--- src/rtl/ccff_loader_pkg.sv ---
// Shared types and helpers for the configuration-chain bitstream loader.
package ccff_loader_pkg;

  typedef enum logic [1:0] {
    IDLE = 2'd0,
    WAIT = 2'd1,
    LOAD = 2'd2,
    DONE = 2'd3
  } state_e;

  // Number of bitstream words consumed by one full chain load.
  function automatic int words_per_load(input int chain_len, input int word_w);
    return (chain_len + word_w - 1) / word_w;
  endfunction

endpackage : ccff_loader_pkg

--- src/rtl/ccff_readback_packer.sv ---
// Collects the bits leaving the configuration chain tail into readback words.
// Bit 0 of each word is the first bit shifted out. A flush on the final shift
// emits the partial word zero-padded in its upper bits.
module ccff_readback_packer #(
  parameter int WORD_W = 32
) (
  input  logic              prog_clk,
  input  logic              pReset,
  input  logic              shift_en,
  input  logic              tail_bit,
  input  logic              flush,
  output logic [WORD_W-1:0] rb_data,
  output logic              rb_valid
);

  localparam int RB_CNT_W = (WORD_W > 1) ? $clog2(WORD_W) : 1;
  localparam logic [RB_CNT_W-1:0] RB_LAST = RB_CNT_W'(WORD_W - 1);
  localparam logic [RB_CNT_W-1:0] RB_ONE  = RB_CNT_W'(1);

  logic [WORD_W-1:0]   pack;
  logic [WORD_W-1:0]   pack_next;
  logic [RB_CNT_W-1:0] rb_cnt;

  // Pack register with the current tail bit merged at position rb_cnt.
  always_comb begin
    // NOTE: assign a default first so every path writes the variable and no latch is inferred.
    pack_next         = pack;
    pack_next[rb_cnt] = tail_bit;
  end

  // Accumulate tail bits; emit a word when full or when the load ends.
  always_ff @(posedge prog_clk) begin
    // NOTE: sequential state uses non-blocking assignments so all registers update from pre-edge values.
    if (pReset) begin
      // NOTE: the pack register is reset, not just the valid flag, so a partial word from an aborted load never leaks into the next one.
      pack     <= '0;
      rb_cnt   <= '0;
      rb_data  <= '0;
      rb_valid <= 1'b0;
    end else begin
      rb_valid <= 1'b0;
      if (shift_en) begin
        if (rb_cnt == RB_LAST || flush) begin
          rb_data  <= pack_next;
          rb_valid <= 1'b1;
          pack     <= '0;
          rb_cnt   <= '0;
        end else begin
          pack   <= pack_next;
          rb_cnt <= rb_cnt + RB_ONE;
        end
      end
    end
  end

endmodule : ccff_readback_packer

--- src/rtl/ccff_bitstream_loader.sv ---
// Configuration-chain loader: accepts bitstream words on a valid/ready stream,
// serialises them LSB-first onto ccff_head with a registered shift enable, and
// packs the old chain contents leaving ccff_tail into readback words.
module ccff_bitstream_loader
  import ccff_loader_pkg::*;
#(
  parameter int WORD_W    = 32,
  parameter int CHAIN_LEN = 48,
  parameter int CNT_W     = $clog2(CHAIN_LEN + 1)
) (
  input  logic              prog_clk,
  input  logic              pReset,
  input  logic              start,
  input  logic [WORD_W-1:0] bs_data,
  input  logic              bs_valid,
  output logic              bs_ready,
  output logic              ccff_head,
  output logic              ccff_shift_en,
  input  logic              ccff_tail,
  output logic [WORD_W-1:0] rb_data,
  output logic              rb_valid,
  output logic              busy,
  output logic              done
);

  localparam int N_WORDS = words_per_load(CHAIN_LEN, WORD_W);
  localparam int WBC_W   = $clog2(WORD_W + 1);
  localparam int WC_W    = $clog2(N_WORDS + 1);

  localparam logic [CNT_W-1:0] CHAIN_END = CNT_W'(CHAIN_LEN);
  localparam logic [CNT_W-1:0] CNT_ONE   = CNT_W'(1);
  localparam logic [WBC_W-1:0] WORD_END  = WBC_W'(WORD_W);
  localparam logic [WBC_W-1:0] WBC_ONE   = WBC_W'(1);
  localparam logic [WC_W-1:0]  WC_END    = WC_W'(N_WORDS);
  localparam logic [WC_W-1:0]  WC_ONE    = WC_W'(1);

  state_e            state;
  logic [WORD_W-1:0] sreg;
  logic [CNT_W-1:0]  bit_cnt;
  logic [WBC_W-1:0]  word_bit_cnt;
  logic [WC_W-1:0]   word_cnt;

  logic             accept;
  logic             chain_full;
  logic             word_empty;
  logic             last_shift;
  logic [CNT_W-1:0] bit_cnt_inc;
  logic [WC_W-1:0]  word_cnt_inc;
  logic             fresh_ready;
  logic             cont_ready;

  // Handshake, end-of-word/end-of-chain detection and look-ahead for bs_ready.
  always_comb begin
    accept       = bs_valid && bs_ready;
    chain_full   = (bit_cnt == CHAIN_END);
    word_empty   = (word_bit_cnt == WORD_END);
    last_shift   = (state == LOAD) && chain_full;
    bit_cnt_inc  = chain_full ? bit_cnt : bit_cnt + CNT_ONE;
    word_cnt_inc = (word_cnt == WC_END) ? word_cnt : word_cnt + WC_ONE;
    // Ready is raised while the last bit of a word is on the head, unless
    // that bit also completes the chain.
    fresh_ready  = (WBC_ONE == WORD_END) && (bit_cnt_inc != CHAIN_END)
                   && (word_cnt_inc < WC_END);
    cont_ready   = ((word_bit_cnt + WBC_ONE) == WORD_END) && (bit_cnt_inc != CHAIN_END)
                   && (word_cnt < WC_END);
  end

  // Load FSM: stream handshake, serialiser and registered chain drive.
  always_ff @(posedge prog_clk) begin
    if (pReset) begin
      state         <= IDLE;
      sreg          <= '0;
      bit_cnt       <= '0;
      word_bit_cnt  <= '0;
      word_cnt      <= '0;
      bs_ready      <= 1'b0;
      ccff_head     <= 1'b0;
      ccff_shift_en <= 1'b0;
      busy          <= 1'b0;
      done          <= 1'b0;
    end else begin
      case (state)
        IDLE, DONE: begin
          if (start) begin
            state        <= WAIT;
            bs_ready     <= 1'b1;
            busy         <= 1'b1;
            done         <= 1'b0;
            bit_cnt      <= '0;
            word_bit_cnt <= '0;
            word_cnt     <= '0;
          end
        end

        WAIT: begin
          // Head holds its last value and the chain is frozen until a word arrives.
          if (accept) begin
            state         <= LOAD;
            ccff_head     <= bs_data[0];
            sreg          <= bs_data >> 1;
            ccff_shift_en <= 1'b1;
            bit_cnt       <= bit_cnt_inc;
            word_bit_cnt  <= WBC_ONE;
            word_cnt      <= word_cnt_inc;
            bs_ready      <= fresh_ready;
          end
        end

        LOAD: begin
          if (chain_full) begin
            // The cycle just ending carried the final chain bit.
            state         <= DONE;
            ccff_shift_en <= 1'b0;
            bs_ready      <= 1'b0;
            busy          <= 1'b0;
            done          <= 1'b1;
          end else if (word_empty) begin
            if (accept) begin
              // Next word was handed over during the last-bit cycle: no bubble.
              ccff_head     <= bs_data[0];
              sreg          <= bs_data >> 1;
              ccff_shift_en <= 1'b1;
              bit_cnt       <= bit_cnt_inc;
              word_bit_cnt  <= WBC_ONE;
              word_cnt      <= word_cnt_inc;
              bs_ready      <= fresh_ready;
            end else begin
              state         <= WAIT;
              ccff_shift_en <= 1'b0;
              bs_ready      <= (word_cnt < WC_END);
            end
          end else begin
            ccff_head     <= sreg[0];
            sreg          <= sreg >> 1;
            ccff_shift_en <= 1'b1;
            bit_cnt       <= bit_cnt_inc;
            word_bit_cnt  <= word_bit_cnt + WBC_ONE;
            bs_ready      <= cont_ready;
          end
        end

        default: begin
          state <= IDLE;
        end
      endcase
    end
  end

  // The final shift flushes any partial readback word in the cycle done rises.
  ccff_readback_packer #(
    .WORD_W (WORD_W)
  ) u_packer (
    .prog_clk (prog_clk),
    .pReset   (pReset),
    .shift_en (ccff_shift_en),
    .tail_bit (ccff_tail),
    .flush    (last_shift),
    .rb_data  (rb_data),
    .rb_valid (rb_valid)
  );

endmodule : ccff_bitstream_loader

--- config.mk ---
export PLATFORM = sky130hd
export DESIGN_NAME = ccff_bitstream_loader
export DESIGN_NICKNAME = d
export VERILOG_FILES = /design/src/rtl/ccff_loader_pkg.sv /design/src/rtl/ccff_readback_packer.sv /design/src/rtl/ccff_bitstream_loader.sv
export SDC_FILE = /design/constraint.sdc
export NUM_CORES = 1
export LEC_CHECK = 0
export BUFFER_PORTS_ARGS = -buffer_cell sky130_fd_sc_hd__buf_2
export CAP_MARGIN = 10
export CORE_MARGIN = 3
export CORE_UTILIZATION = 30
export DETAILED_ROUTE_END_ITERATION = 10
export GPL_TIMING_DRIVEN = 0
export PLACE_DENSITY = 0.58
export SLEW_MARGIN = 20
export SYNTH_ARGS = -nofsm -noshare
export SYNTH_HDL_FRONTEND = slang
export SYNTH_SLANG_ARGS = --single-unit
export TNS_END_PERCENT = 1
--- constraint.sdc ---
create_clock -name prog_clk -period 1.7 [get_ports prog_clk]
set_input_delay 0.34 -clock prog_clk [delete_from_list [all_inputs] [get_ports prog_clk]]
set_output_delay 0.34 -clock prog_clk [all_outputs]
set_load 0.005 [all_outputs]
==> out/metrics.yaml <==
clock_tree:
  clk_pin_slew_worst_paths_ns: 0.06
  cts-buffers-inserted: 17
  clock_latency_ns: 0.42
  cts_htree_levels: 4
  hold_buffers: 0
  clockRootBuffer: "clkbuf_16"
  cts_buffer_depth: 2
  cts_tree: "done"
  clock-sinks: 123
pwr:
  pwr_density_cell_mw_per_mm2: 1125
  p_total_mw: 8.979
  leakagePower_nw: 2.867
  ir_drop_v: 0.0006342
drt:
  first_pass_iters: 4
  wirelength_um: 15720
  wl_per_cell_um: 15.13
  drc: 0
  drt_iter0_drc: 197
  antenna_left: 0
  num_vias: 5152
  vias_per_cell: 4.959
synth:
  ys_warn_count: 0
  syn_nets: 701
  synthDistinctLibCells: 56
  synthArstFlopShare_pct: 0
  synth_edf_count: 0
  synth_top_area_share_pct: 41.84
  syn_area_mm2: 0.005886
  synth.area.top_cells: "dfxtp_1 (42%), a311oi_2 (7.7%), nor2_1 (7.3%)"
  synth-simple-area-share_pct: 19.05
  synth_compound_area_share_pct: 24.17
  synth_mux_area_share_pct: 5.974
  yosysTopAreaCell: "dfxtp_1"
  syn_area_per_cell_um2: 9.055
  synthCells: 650
  synthAdderAreaFrac_pct: 2.976
  synth_top_family_by_area: "compound AO/OA/AOI/OAI gates"
  synthFlopType: "dfxtp_1"
  seq_area_frac_synth_pct: 41.84
  ys_ff_latch: 123
  synth-xor-area-share_pct: 0.8929
global_route:
  grt-ovfl-total: 0
  antenna_found_initial: 0
  grt_pass1_wl_um: 24790
  grt_use_total_pct: 14.24
  first_global_vias: 4881
  grt_start_max_net_pins: 17
timing:
  rsz0062_at_grt: "yes"
  relSlewSlack_pct: 50.77
  fin_ws_ns: -0.07951
  slew_violations: 0
  finClkSkew_ns: 0.008451
  min_period_ns: 1.780
  fmax_ghz: 0.5620
  worstMarginPinSlew_ns: 0.7384
  setup_viol: 93
  finalCritPeriodShare_pct: 104.7
  final_hold_viol_count: 0
critical_path:
  path_class: "flip-flop to flip-flop"
  startpoint_type: "flip-flop"
  arrival_ns: 2.13
  cp.required_ns: 2.05
  crit_path_max_fanout: 7
  cp-end-kind: "flip-flop"
place:
  place_inst: 984
  postPlaceCellArea_mm2: 0.006614
  dp_hpwl_um: 10230
  port-buffer-count: 74
  place.gp.congestion: 0.8256
finish:
  finalInstanceArea_mm2: 0.007983
  fin_cells: 1039
  syn2layout_area_growth_pct: 35.63
  fin_nets: 817
  diodes: 0
  drive_gt1_share_pct: 37.36
floorplan:
  core_mm2: 0.01902
  dieArea_mm2: 0.02134
  placementRows: 50
  ios: 75
  initial_utilization_pct: 30.95
  die_h_um: 146.1
  die_w_um: 146.1
hold_path:
  hold_class: "input port to flip-flop"
outcome:
  violations: "setup timing"
  outcome: "finished with violations"
flow_run:
  cap_violations: 0
## flip-flops by register name, indices dropped and copies added (netlist names)
signal             flops
sreg                  32
u_packer.rb_data      32
bit_cnt                6
u_packer.rb_valid      1
done                   1
busy                   1
bs_ready               1
ccff_shift_en          1
word_bit_cnt           6
u_packer.pack         32
ccff_head              1
u_packer.rb_cnt        5
state                  2
word_cnt               2
## metrics by stage
step	setup TNS [ns]	util, %	worst slack (ns)	hold WS, ns
after floorplan	-1.954	-	-0.04326	0.4450
final	-3.135	41.97	-0.07951	0.2066
after CTS	-5.115	39.89	-0.1038	0.1882
after global placement	-41.77	34.78	-0.6243	0.4415
after detailed placement	-41.42	34.78	-0.6033	0.4422
after global routing	-11.48	41.97	-0.1789	0.1895
## critical path, stage by stage (launching register included)
cell and delay [ns]:
dfxtp_2 0.35, ha_4 0.16, and3_4 0.18, ha_4 0.15
or3_4 0.41, buf_6 0.18, a2bb2oi_2 0.15, nor2_1 0.12
## synthesized netlist by cell type, drive strengths merged (2+ instances only)
cell / number
a22oi: 4
a211oi: 5
or2: 2
nand2b: 8
nor2b: 3
o21a: 2
ha: 14
mux2i: 34
dfxtp: 123
a31oi: 4
a311oi: 34
xor2: 5
nor3b: 3
o2bb2ai: 32
a21boi: 2
clkbuf: 26
and3: 2
nand3: 9
o21ai: 5
nand4: 2
o21bai: 2
a2bb2oi: 31
o31ai: 5
nand2: 86
inv: 14
buf: 22
a21o: 3
or3: 4
a21oi: 20
nor3: 12
and2: 3
nor2: 115
## final timing paths
kind                         from                   end  slack [ns]  depth (start not counted)
max reg2reg    u_packer.rb_cnt[0]     u_packer.pack[21]       -0.08                          7
max            u_packer.rb_cnt[0]     u_packer.pack[21]       -0.08                          7
min                    bs_data[1]               sreg[0]        0.21                          3
min reg2reg  u_packer.rb_data[17]  u_packer.rb_data[17]        0.45                          1
## report_power, final
part	internal (mW)	switching, mW
registers	3.04	0.131
clock network	2.33	1.42
logic	0.929	1.13
total	6.30	2.68
## placed cells by master (no fill, tap or decap), types with 4 or more instances in the layout
master	synthesis	layout
a211oi_1	5	4
a21oi_1	19	14
a21oi_2	1	4
a22oi_1	4	4
a2bb2oi_1	31	13
a2bb2oi_2	0	18
a311oi_1	4	4
a311oi_2	30	29
buf_2	9	79
buf_4	5	22
buf_6	5	19
buf_8	0	4
clkbuf_1	26	15
clkbuf_16	0	17
clkinvlp_4	0	4
dfxtp_1	123	112
dfxtp_2	0	6
dfxtp_4	0	5
ha_1	14	7
ha_4	0	5
inv_1	12	7
inv_2	2	6
inv_6	0	6
mux2i_1	34	32
nand2_1	86	81
nand2_2	0	5
nand2b_1	8	7
nand3_1	9	6
nor2_1	115	98
nor2_2	0	16
nor3_1	11	10
o21ai_0	5	4
o2bb2ai_1	32	32
xor2_1	5	5
## timing repair
action                                  4_1_cts  5_1_grt
endpoints found under the setup margin      120      117
gates cloned                                  3        0
buffers inserted                             14        9
gates resized for setup                      69       87
pin swaps                                    14       24
## layer usage
layer	wire, µm	vias to the layer above	GRT usage, %
met2	7297	126	22.26
met5	0	-	0
met1	7447	2438	19.17
met4	261	0	5.080
li1	-	2565	-
met3	716	23	3.538
## kinds of logic after synthesis
logic type	count (synthesis)
AOI/OAI and AO/OA	155
xor gates and xnor gates	6
adders and majority gates	14
buffers and inverters	62
DFF	123
muxes	35
and+or+nand+nor	255
## final cells by class
class                           count  area, µm²
Timing Repair Buffer              100      580.6
Fill cell                        1923      11040
Sequential cell                   123       2489
Clock inverter                     15      186.4
Buffer                             45      356.6
Clock buffer                       17      425.4
Inverter                           14      57.56
Tap cell                          260      325.3
Multi-Input combinational cell    465       3562
No activity file was read; power rests on OpenSTA's default activity.
